File: config.mk
export PLATFORM = sky130hd
export DESIGN_NAME = mod_addsub_pipe
export DESIGN_NICKNAME = d
export VERILOG_FILES = /design/src/rtl/mod_addsub_pipe.sv
export SDC_FILE = /design/constraint.sdc
export NUM_CORES = 1
export LEC_CHECK = 0
export BUFFER_PORTS_ARGS = -buffer_cell sky130_fd_sc_hd__buf_2
export CORE_AREA = 2 2 86 88
export DETAILED_ROUTE_END_ITERATION = 8
export DIE_AREA = 0 0 88 90
export PLACE_DENSITY = 0.84
export SYNTH_ARGS = -nofsm -noshare
export SYNTH_HDL_FRONTEND = slang
export SYNTH_SLANG_ARGS = --single-unit
export TNS_END_PERCENT = 30
File: constraint.sdc
create_clock -name clk -period 5 [get_ports clk]
set_input_delay 1.25 -clock clk [delete_from_list [all_inputs] [get_ports clk]]
set_output_delay 1.25 -clock clk [all_outputs]
set_load 0.02 [all_outputs]
File: src/rtl/mod_addsub_pipe.sv
// Two-stage pipelined modular adder/subtractor over Z_Q with valid/ready
// handshakes, a passthrough tag and an out-of-range operand flag.
module mod_addsub_pipe #(
  parameter int WIDTH = 16,
  parameter int Q     = 3329,
  parameter int TAG_W = 8
) (
  input  logic             clk,
  input  logic             rst,
  input  logic             in_valid,
  output logic             in_ready,
  input  logic [WIDTH-1:0] in_a,
  input  logic [WIDTH-1:0] in_b,
  input  logic             in_sub,
  input  logic [TAG_W-1:0] in_tag,
  output logic             out_valid,
  input  logic             out_ready,
  output logic [WIDTH-1:0] out_res,
  output logic [TAG_W-1:0] out_tag,
  output logic             out_err,
  output logic             busy
);

  // Handshake: a transfer happens on a port exactly in the cycle where its
  // valid and ready are both high at the rising edge. in_ready never looks at
  // in_valid, and out_valid stays high with stable data until out_ready.

  localparam logic [WIDTH:0]   Q_EXT = (WIDTH+1)'(Q);
  localparam logic [WIDTH-1:0] Q_W   = WIDTH'(Q);

  logic             r_s1_v;
  logic [WIDTH:0]   r_s1_raw;
  logic [TAG_W-1:0] r_s1_tag;
  logic             r_s1_err;

  logic             r_s2_v;
  logic [WIDTH-1:0] r_s2_res;
  logic [TAG_W-1:0] r_s2_tag;
  logic             r_s2_err;

  logic             w_s2_load;
  logic             w_s1_load;
  logic             w_in_fire;
  logic [WIDTH:0]   w_a_ext;
  logic [WIDTH:0]   w_b_ext;
  logic [WIDTH:0]   w_raw;
  logic             w_err;
  logic [WIDTH:0]   w_red;

  assign w_s2_load = !r_s2_v || out_ready;
  assign w_s1_load = !r_s1_v || w_s2_load;
  assign in_ready  = !r_s1_v || !r_s2_v || out_ready;
  assign w_in_fire = in_valid && in_ready;

  // Adding Q before subtracting keeps the in-range difference non-negative.
  assign w_a_ext = {1'b0, in_a};
  assign w_b_ext = {1'b0, in_b};
  assign w_raw   = in_sub ? (w_a_ext + Q_EXT - w_b_ext) : (w_a_ext + w_b_ext);
  assign w_err   = (in_a >= Q_W) || (in_b >= Q_W);

  // One conditional subtraction suffices because raw < 2Q for in-range operands.
  assign w_red = (r_s1_raw >= Q_EXT) ? (r_s1_raw - Q_EXT) : r_s1_raw;

  always_ff @(posedge clk) begin
    if (rst) begin
      r_s1_v   <= 1'b0;
      r_s1_raw <= '0;
      r_s1_tag <= '0;
      r_s1_err <= 1'b0;
    end else if (w_s1_load) begin
      r_s1_v <= w_in_fire;
      if (w_in_fire) begin
        r_s1_raw <= w_raw;
        r_s1_tag <= in_tag;
        r_s1_err <= w_err;
      end
    end
  end

  always_ff @(posedge clk) begin
    if (rst) begin
      r_s2_v   <= 1'b0;
      r_s2_res <= '0;
      r_s2_tag <= '0;
      r_s2_err <= 1'b0;
    end else if (w_s2_load) begin
      r_s2_v <= r_s1_v;
      if (r_s1_v) begin
        r_s2_res <= w_red[WIDTH-1:0];
        r_s2_tag <= r_s1_tag;
        r_s2_err <= r_s1_err;
      end
    end
  end

  assign out_valid = r_s2_v;
  assign out_res   = r_s2_res;
  assign out_tag   = r_s2_tag;
  assign out_err   = r_s2_err;
  assign busy      = r_s1_v | r_s2_v;

endmodule

### Yosys cells after proc, flatten, opt, wreduce, memory -nomap -nowiden

Cells that the tools add are included.

* register bits: 53
* bits in read-only memories: 0
* bits of input ports: 45
* latch bits: 0
* memory bits (writable): 0
* word-level logic and storage cells: 28
* memories kept: 0
* output and inout bits: 28

* divide/modulo/power cells: 0
* $lt $le $gt $ge: 3
* mux-type cells: 2
* reductions and logical operators: 10
* bitwise gates (word level): 1
* $add $sub $neg: 4
* shift operators: 0
* $mul: 0
* equal/unequal tests: 0

Operators by type and width (number)
* $ge A16 B12 Y1 const B: 2
* $add A16 B12 Y17 const B: 1
* $add A16 B16 Y17: 1
* $ge A17 B12 Y1 const B: 1
* $mux W17: 1
* $sub A17 B16 Y17: 1
* $mux W16: 1
* $sub A16 B12 Y16 const B: 1
* $logic_or A1 B1 Y1: 5
* $reduce_and A2 Y1: 2
* $logic_not A1 Y1: 2
* $logic_and A1 B1 Y1: 1
* $or A1 B1 Y1: 1

### Logic depth before layout (Yosys ltp)

Gate-level depths: netlist of the first run.

* depth after elaboration: 5
* gate-level depth with buffers: 12

### Worst setup path after synthesis of the first run

OpenSTA, ideal clock, no wires.

* kind: input to register
* from: in in_b[2]
* to: reg r_s1_raw[13]
* stages on the path: 11
* slack: 1.313 ns
* arrival time: 3.586 ns
* setup time: 0.101 ns
* cell sequence: inv_1 -> ha_1 -> fa_1 -> a21o_2 -> a311oi_1 -> o21bai_1 -> o2bb2ai_1 -> o41ai_2 -> xor2_1 -> and2_1 -> o41ai_1

* word-level cells in the longest chain between the ends: 2
* elaborated cells between the ends (all ways): 3
* classes of those cells: 2 x add/sub; 1 x mux

Ends and longest elaborated chain
* from (decl): RTL line 13 `input logic [WIDTH-1:0] in_b,`
* $sub A17 B16 Y17 / $add A16 B16 Y17 (equally long branches): RTL line 58 `assign w_raw = in_sub ? (w_a_ext + Q_EXT - w_b_ext) : (w_a_ext + w_b_ext);`
* $mux W17 (*): RTL line 58
* to (signal assigned): RTL line 73 `r_s1_raw <= w_raw;`
* to (decl): RTL line 32 `logic [WIDTH:0] r_s1_raw;`

Mark *: on every way between the ends. The rest lies on a longest branch, timed or not.
A chain may end at the register's enable or synchronous reset.

### Worst setup path after layout of the first run

* from: in in_a[1]
* to: reg r_s1_raw[13]

* word-level cells in the longest chain between the ends: 3
* elaborated cells between the ends (all ways): 4
* classes of those cells: 3 x add/sub; 1 x mux

Ends and longest elaborated chain
* from (decl): RTL line 12 `input logic [WIDTH-1:0] in_a,`
* $add A16 B12 Y17: RTL line 58
* $sub A17 B16 Y17: RTL line 58
* $mux W17 (*): RTL line 58

Marks and branches as above.

==> results of run 1 <==
## layer usage
metal | routed length (um) | global-route usage
met5 | 0 | 0
met4 | 82 | 0.0667
met3 | 407 | 0.0349
met2 | 4250 | 0.383
met1 | 4290 | 0.293
## sequential cells by signal (all words and copies together), names as in the netlist
name	flops
out_tag	8
out_err	1
r_s1_raw	17
out_res	16
r_s1_err	1
r_s1_tag	8
out_valid	1
r_s1_v	1
## layout make-up
class	instances	area (um2)	share of cell area
clock buffer	5	68.8	0.0149
multi-input combinational	412	2840	0.613
timing repair buffer	74	375	0.0811
inverter	37	139	0.0300
clock inverter	3	22.5	0.00486
tap	99	124	0.0268
sequential	53	1060	0.229
## worst min-delay path, delay by kind of cell (launching register included)
| kind | cells | cell delay [ns] |
|---|---|---|
| simple gates | 1 | 0.05 |
| compound gates | 1 | 0.05 |
| flops | 1 | 0.32 |
## synthesized netlist by cell type (4+ instances only)
cell type and number:
nand3_1 4, a21o_1 9, nor4_1 9, nor2b_1 8
o21ai_1 6, o211ai_1 11, ha_1 48, xor2_1 16
a31oi_1 6, nor2_1 44, clkbuf_1 18, inv_1 37
xnor2_1 23, nand2_1 73, nor3_1 13, o21bai_1 4
dfxtp_1 53, a211oi_1 19, o21ai_0 8, a21oi_1 55
## power by group through the flow
stage	Combinational [uW]	Clock, uW	Sequential, uW
floorplan	365	0	506
global placement	470	0	494
detailed placement	485	0	496
CTS	488	241	486
global route	543	258	492
finish	493	235	486
## through the flow
stage                     total power, uW  utilization  setup WS, ns  hold slack (ns)
after floorplan                       871            -          1.31            0.432
after global placement                964        0.646          1.01            0.437
after detailed placement              981        0.646         0.952            0.440
after CTS                            1210        0.659          1.26            0.455
after global routing                 1290        0.659          1.03            0.462
final                                1210        0.659          1.22            0.454
## cells by family (layout without fill, tap and decap cells)
family	count (synthesis)	in the layout	share of synthesized area
and+or+nand+nor	170	170	0.190
xor gates and xnor gates	39	39	0.0827
muxes	2	2	0.00485
adders and majority gates	50	50	0.155
buffers and inverters	60	119	0.0561
AOI/OAI and AO/OA	151	151	0.254
DFF	53	53	0.257
## worst max path at each step
stage,slack [ns],cells past startpoint,start,end
floorplan,1.31,11,in_b[2],r_s1_raw[13]
global placement,1.01,13,in_a[1],r_s1_raw[13]
detailed placement,0.95,13,in_a[1],r_s1_raw[13]
CTS,1.26,13,in_a[1],r_s1_raw[13]
global route,1.03,13,in_a[1],r_s1_raw[13]
finish,1.22,13,in_a[1],r_s1_raw[13]
==> summary.txt, run 1 <==
Setup path
  • CP peak stage delay: 0.42 ns
  • Register-to-Register Path Depth: 6
  • R2R Path End: r_s1_raw[14]
  • CP max stage cell: fa_1
  • Crit-path leading delay family: compound AO/OA/AOI/OAI gates
  • Setup CP Type: input port to flip-flop
  • Critical Path RT: 5.20 ns
  • Cell Chain, Critical Path: buf_2 > inv_1 > ha_1 > nor2b_1 > fa_1 > a21o_2 > a311oi_1 > o21bai_1 > o2bb2ai_1 > o41ai_2 > xor2_1 > and2_1 > o41ai_1
  • Worst setup SP type: input port
  • Worst reg-to-reg setup slack: 2.79 ns
  • Crit Reg-Reg Startpoint: out_valid
  • Arr. time, crit path: 3.98 ns
  • CP Max Fanout: 4
  • Worst path bufs/invs: 2
  • Crit end category: flip-flop

Pwr
  • Sw Share: 0.371
  • P per Cell Area: 262 mW/mm2
  • Net switching power: 450 uW
  • Pleak: 0.00210 uW
  • Worst vdd ir: 0.124 mV
  • Clock power share: 0.194
  • Comb power frac: 0.406
  • Share of total power in sequential cells: 0.400
  • Internal power: 764 uW

Global routing
  • Global-route wire length before repair: 15100 um
  • Largest net degree at the start of global routing: 56
  • Grt ovf: 0
  • GRT Util Overall: 0.226
  • Antenna violations before repair: 0
  • Vias in the first global route: 3537

Layout
  • Post-Layout Cell Count: 683
  • Commonest cells after routing, fill and taps aside: 73 x nand2_1, 72 x buf_2, 55 x a21oi_1
  • Most common cell after layout, fill and taps aside: nand2_1
  • Nets@finish: 678
  • Layout cells sized above 1: 0.171
  • Area Growth Syn to Fin: 12.1%
  • Post-route cell area: 0.00463 mm2
  • Antenna Cells: 0
  • Fillers: 588

STA
  • Slew HR: 0.242
  • Hold Fails Final Rpt: 0
  • RSZ-0062 raised after global routing: no
  • Final setup vio count: 0
  • Worst Max-Slew Pin Slew: 1.14 ns
  • Fin crit share: 0.756
  • Setup TNS: 0 ns
  • Final setup skew: 0.00650 ns
  • Slew Viols, Final: 0
  • Peak Freq: 265 MHz
  • Period minus WS final: 3.78 ns

Clocking
  • Post_cts resized: 0
  • Worst skew pair latency: 0.30 ns
  • CTS tree: done
  • Clock transition at path regs: 0.09 ns
  • CTS Sinks: 53
  • Htree depth: 2
  • Max clock buf depth: 2
  • Post-CTS setup buffer count: 0
  • CTS buffer count: 5
  • Clock root cell: clkbuf_8
  • Hold_buf cts: 0

Synth
  • Area leader, netlist: dfxtp_1
  • YS warnings: 0
  • Synthesized flop and latch total: 53
  • Main synth FF type: dfxtp_1
  • Synth top area cells: dfxtp_1 26%, ha_1 15%, a21oi_1 6.7%
  • Synth cell types: 59
  • Sequential-to-total area share from yosys stat: 0.257
  • Mapped Avg Cell Area: 7.86 um2
  • Syn_nets: 620
  • Async set-or-reset flop fraction in the synthesized netlist: 0
  • Mapped Cells: 525
  • Synth top area share: 0.257
  • Post-Synthesis Cell Area: 0.00413 mm2
  • EDFF count, synth: 0

Routing
  • Initial DRC count: 165
  • Routed via count: 3813
  • Drt drc: 0
  • Routed Antenna Nets: 0
  • Pre-antenna DRT Iters: 7
  • Vias/cell: 5.58
  • Wire per inst: 13.2 um
  • Routed wire length: 9030 um

Die
  • Total die area: 0.00792 mm2
  • Io pins: 73
  • Core area: 0.00702 mm2
  • Chip height: 90 um
  • Row cnt: 31
  • Chip width: 88 um
  • Initial Utilization: 0.588

Place
  • Port bufs: 72
  • Dpl hpwl: 7120 um
  • Placed Area: 0.00454 mm2
  • GP Congestion: 0.921
  • Placed Cells: 675

Status
  • Status: finished, final reports clean

Job
  • Max-cap violations: 0

Min path
  • Hold EP: out_tag[6]
  • Min-delay worst type: flip-flop to flip-flop
  • WHS Path Cells: 2
  • Worst min-delay path startpoint: r_s1_tag[6]
No activity file was read; power rests on OpenSTA's default activity.
==> inputs of run 2 (changes only) <==
Settings changed: CORE_AREA 2 2 86 88 to 2 2 89 91, DIE_AREA 0 0 88 90 to 0 0 91 93, PLACE_DENSITY 0.84 to 0.79.
Clock period 5 ns to 3.64 ns, I/O delays scaled along.
==> run 2 against run 1 <==
Against the previous run:
- first-iteration DRC count is 33% higher
- critical path depth is 1 lower
- largest cell class unchanged
- total power grew 38%
- register-to-register slack worse by 1.2 ns
==> summary.txt, run 2 (synthesis results as in run 1) <==
Pwr
  • Sw Share: 0.368
  • P per Cell Area: 357 mW/mm2
  • Share of total power in sequential cells: 0.400
  • Pleak: 0.00213 uW
  • Comb power frac: 0.406
  • Total power: 1670 uW
  • Clock power share: 0.194
  • Internal power: 1050 uW
  • Net switching power: 615 uW
  • Worst vdd ir: 0.148 mV

Setup path
  • CP startpoint: in_b[2]
  • Crit end category: flip-flop
  • Register-to-Register Path Depth: 7
  • CP max stage cell: fa_1
  • R2R Path End: out_res[4]
  • CP peak stage delay: 0.48 ns
  • Setup CP Type: input port to flip-flop
  • Worst setup SP type: input port
  • Worst path bufs/invs: 2
  • Worst path depth: 12
  • Crit Reg-Reg Startpoint: r_s1_raw[2]
  • Arr. time, crit path: 3.56 ns
  • Cell Chain, Critical Path: buf_2 > inv_1 > ha_1 > fa_1 > a21o_2 > a311oi_1 > o21bai_1 > o2bb2ai_1 > o41ai_2 > xor2_1 > and2_1 > o41ai_1
  • Worst reg-to-reg setup slack: 1.56 ns
  • Critical Path RT: 3.85 ns
  • Crit-path leading delay family: compound AO/OA/AOI/OAI gates
  • CP Max Fanout: 3

STA
  • Period minus WS final: 3.35 ns
  • Worst Max-Slew Pin Slew: 0.820 ns
  • Final hold slack: 0.459 ns
  • Final setup vio count: 0
  • Hold Fails Final Rpt: 0
  • Peak Freq: 299 MHz
  • Slew Viols, Final: 0
  • RSZ-0062 raised after global routing: no
  • Final setup skew: 0.0111 ns
  • Fin crit share: 0.920
  • Slew HR: 0.453

Clocking
  • Worst skew pair latency: 0.31 ns
  • Hold_buf cts: 0
  • Clock transition at path regs: 0.10 ns
  • Htree depth: 2
  • Post-CTS setup buffer count: 0
  • Post_cts resized: 0
  • Max clock buf depth: 2
  • CTS tree: done
  • CTS buffer count: 5
  • Clock root cell: clkbuf_8
  • CTS Sinks: 53

Status
  • Status: finished, final reports clean

Layout
  • Post-route cell area: 0.00468 mm2
  • Antenna Cells: 0
  • Commonest cells after routing, fill and taps aside: 73 x nand2_1, 72 x buf_2, 55 x a21oi_1
  • Layout cells sized above 1: 0.180
  • Post-Layout Cell Count: 692
  • Area Growth Syn to Fin: 13.3%
  • Fillers: 687
  • Largest register FFs: 17
  • Nets@finish: 684
  • Final Util: 0.622
  • Most common cell after layout, fill and taps aside: nand2_1
  • Top reg by flops: r_s1_raw

Global routing
  • Met1 global-route usage: 0.291
  • Grt ovf: 0
  • Met2 usage in global routing: 0.392
  • Vias in the first global route: 3529
  • Gr busiest metal: met2
  • Met3 usage: 0.0250
  • Antenna violations before repair: 0
  • Global-route wire length before repair: 15800 um
  • Largest net degree at the start of global routing: 37
  • GRT Util Overall: 0.222

Die
  • Total die area: 0.00846 mm2
  • Initial Utilization: 0.549
  • Row cnt: 32
  • Chip height: 93 um
  • Core area: 0.00753 mm2
  • Io pins: 73
  • Chip width: 91 um

Place
  • Placed Cells: 684
  • GP Congestion: 0.893
  • Dpl hpwl: 7450 um
  • Placed Area: 0.00459 mm2
  • Port bufs: 72

Min path
  • WHS Path Cells: 2
  • Hold EP: out_tag[0]
  • Min-delay worst type: flip-flop to flip-flop
  • Worst min-delay path startpoint: out_tag[0]

Routing
  • Vias/cell: 5.44
  • Routed via count: 3763
  • Routed Antenna Nets: 0
  • Routed wire length: 9180 um
  • Drt drc: 0
  • Initial DRC count: 219
  • Pre-antenna DRT Iters: 4
  • Wire per inst: 13.3 um

Job
  • Max-cap violations: 0
## run 2: stage by stage
stage / worst slack (ns) / setup TNS, ns
6_report: 0.291 / 0
5_1_grt: 0.128 / 0
4_1_cts: 0.297 / 0
2_1_floorplan: 0.293 / 0
3_3_place_gp: 0.0770 / 0
3_5_place_dp: -0.0239 / -0.0239
## run 2: worst register-to-register path: cells and delay by family, from the launching register on
family	cells	cell delay (ns)
XOR/XNOR	1	0.13
AO/OA/AOI/OAI	2	0.55
AND/OR/NAND/NOR	4	0.92
flip-flops	1	0.38
## run 2: how the worst max path moves through the flow
stage	end	slack [ns]
floorplan	r_s1_raw[13]	0.29
global placement	r_s1_raw[13]	0.08
detailed placement	r_s1_raw[13]	-0.02
CTS	r_s1_raw[13]	0.30
global route	r_s1_raw[13]	0.13
finish	r_s1_raw[13]	0.29
## run 2: area by class of cell
cell class	count	area, um2	area share
timing repair buffer	80	420	0.0899
tap	102	128	0.0273
inverter	37	139	0.0297
clock buffer	5	68.8	0.0147
multi-input combinational	412	2840	0.607
sequential	53	1060	0.227
clock inverter	3	22.5	0.00481
## run 2: layer usage
metal | wire, um | vias to the layer above
li1 | - | 1971
met1 | 4400 | 1714
met2 | 4430 | 71
met3 | 290 | 7
met4 | 59 | 0
met5 | 0 | -
## run 2: power by group through the flow
stage               Clock (uW)  Sequential [uW]  Combinational (uW)
floorplan                    0              694                 502
global placement             0              679                 660
detailed placement           0              682                 674
CTS                        332              668                 677
global route               360              676                 759
finish                     324              669                 677
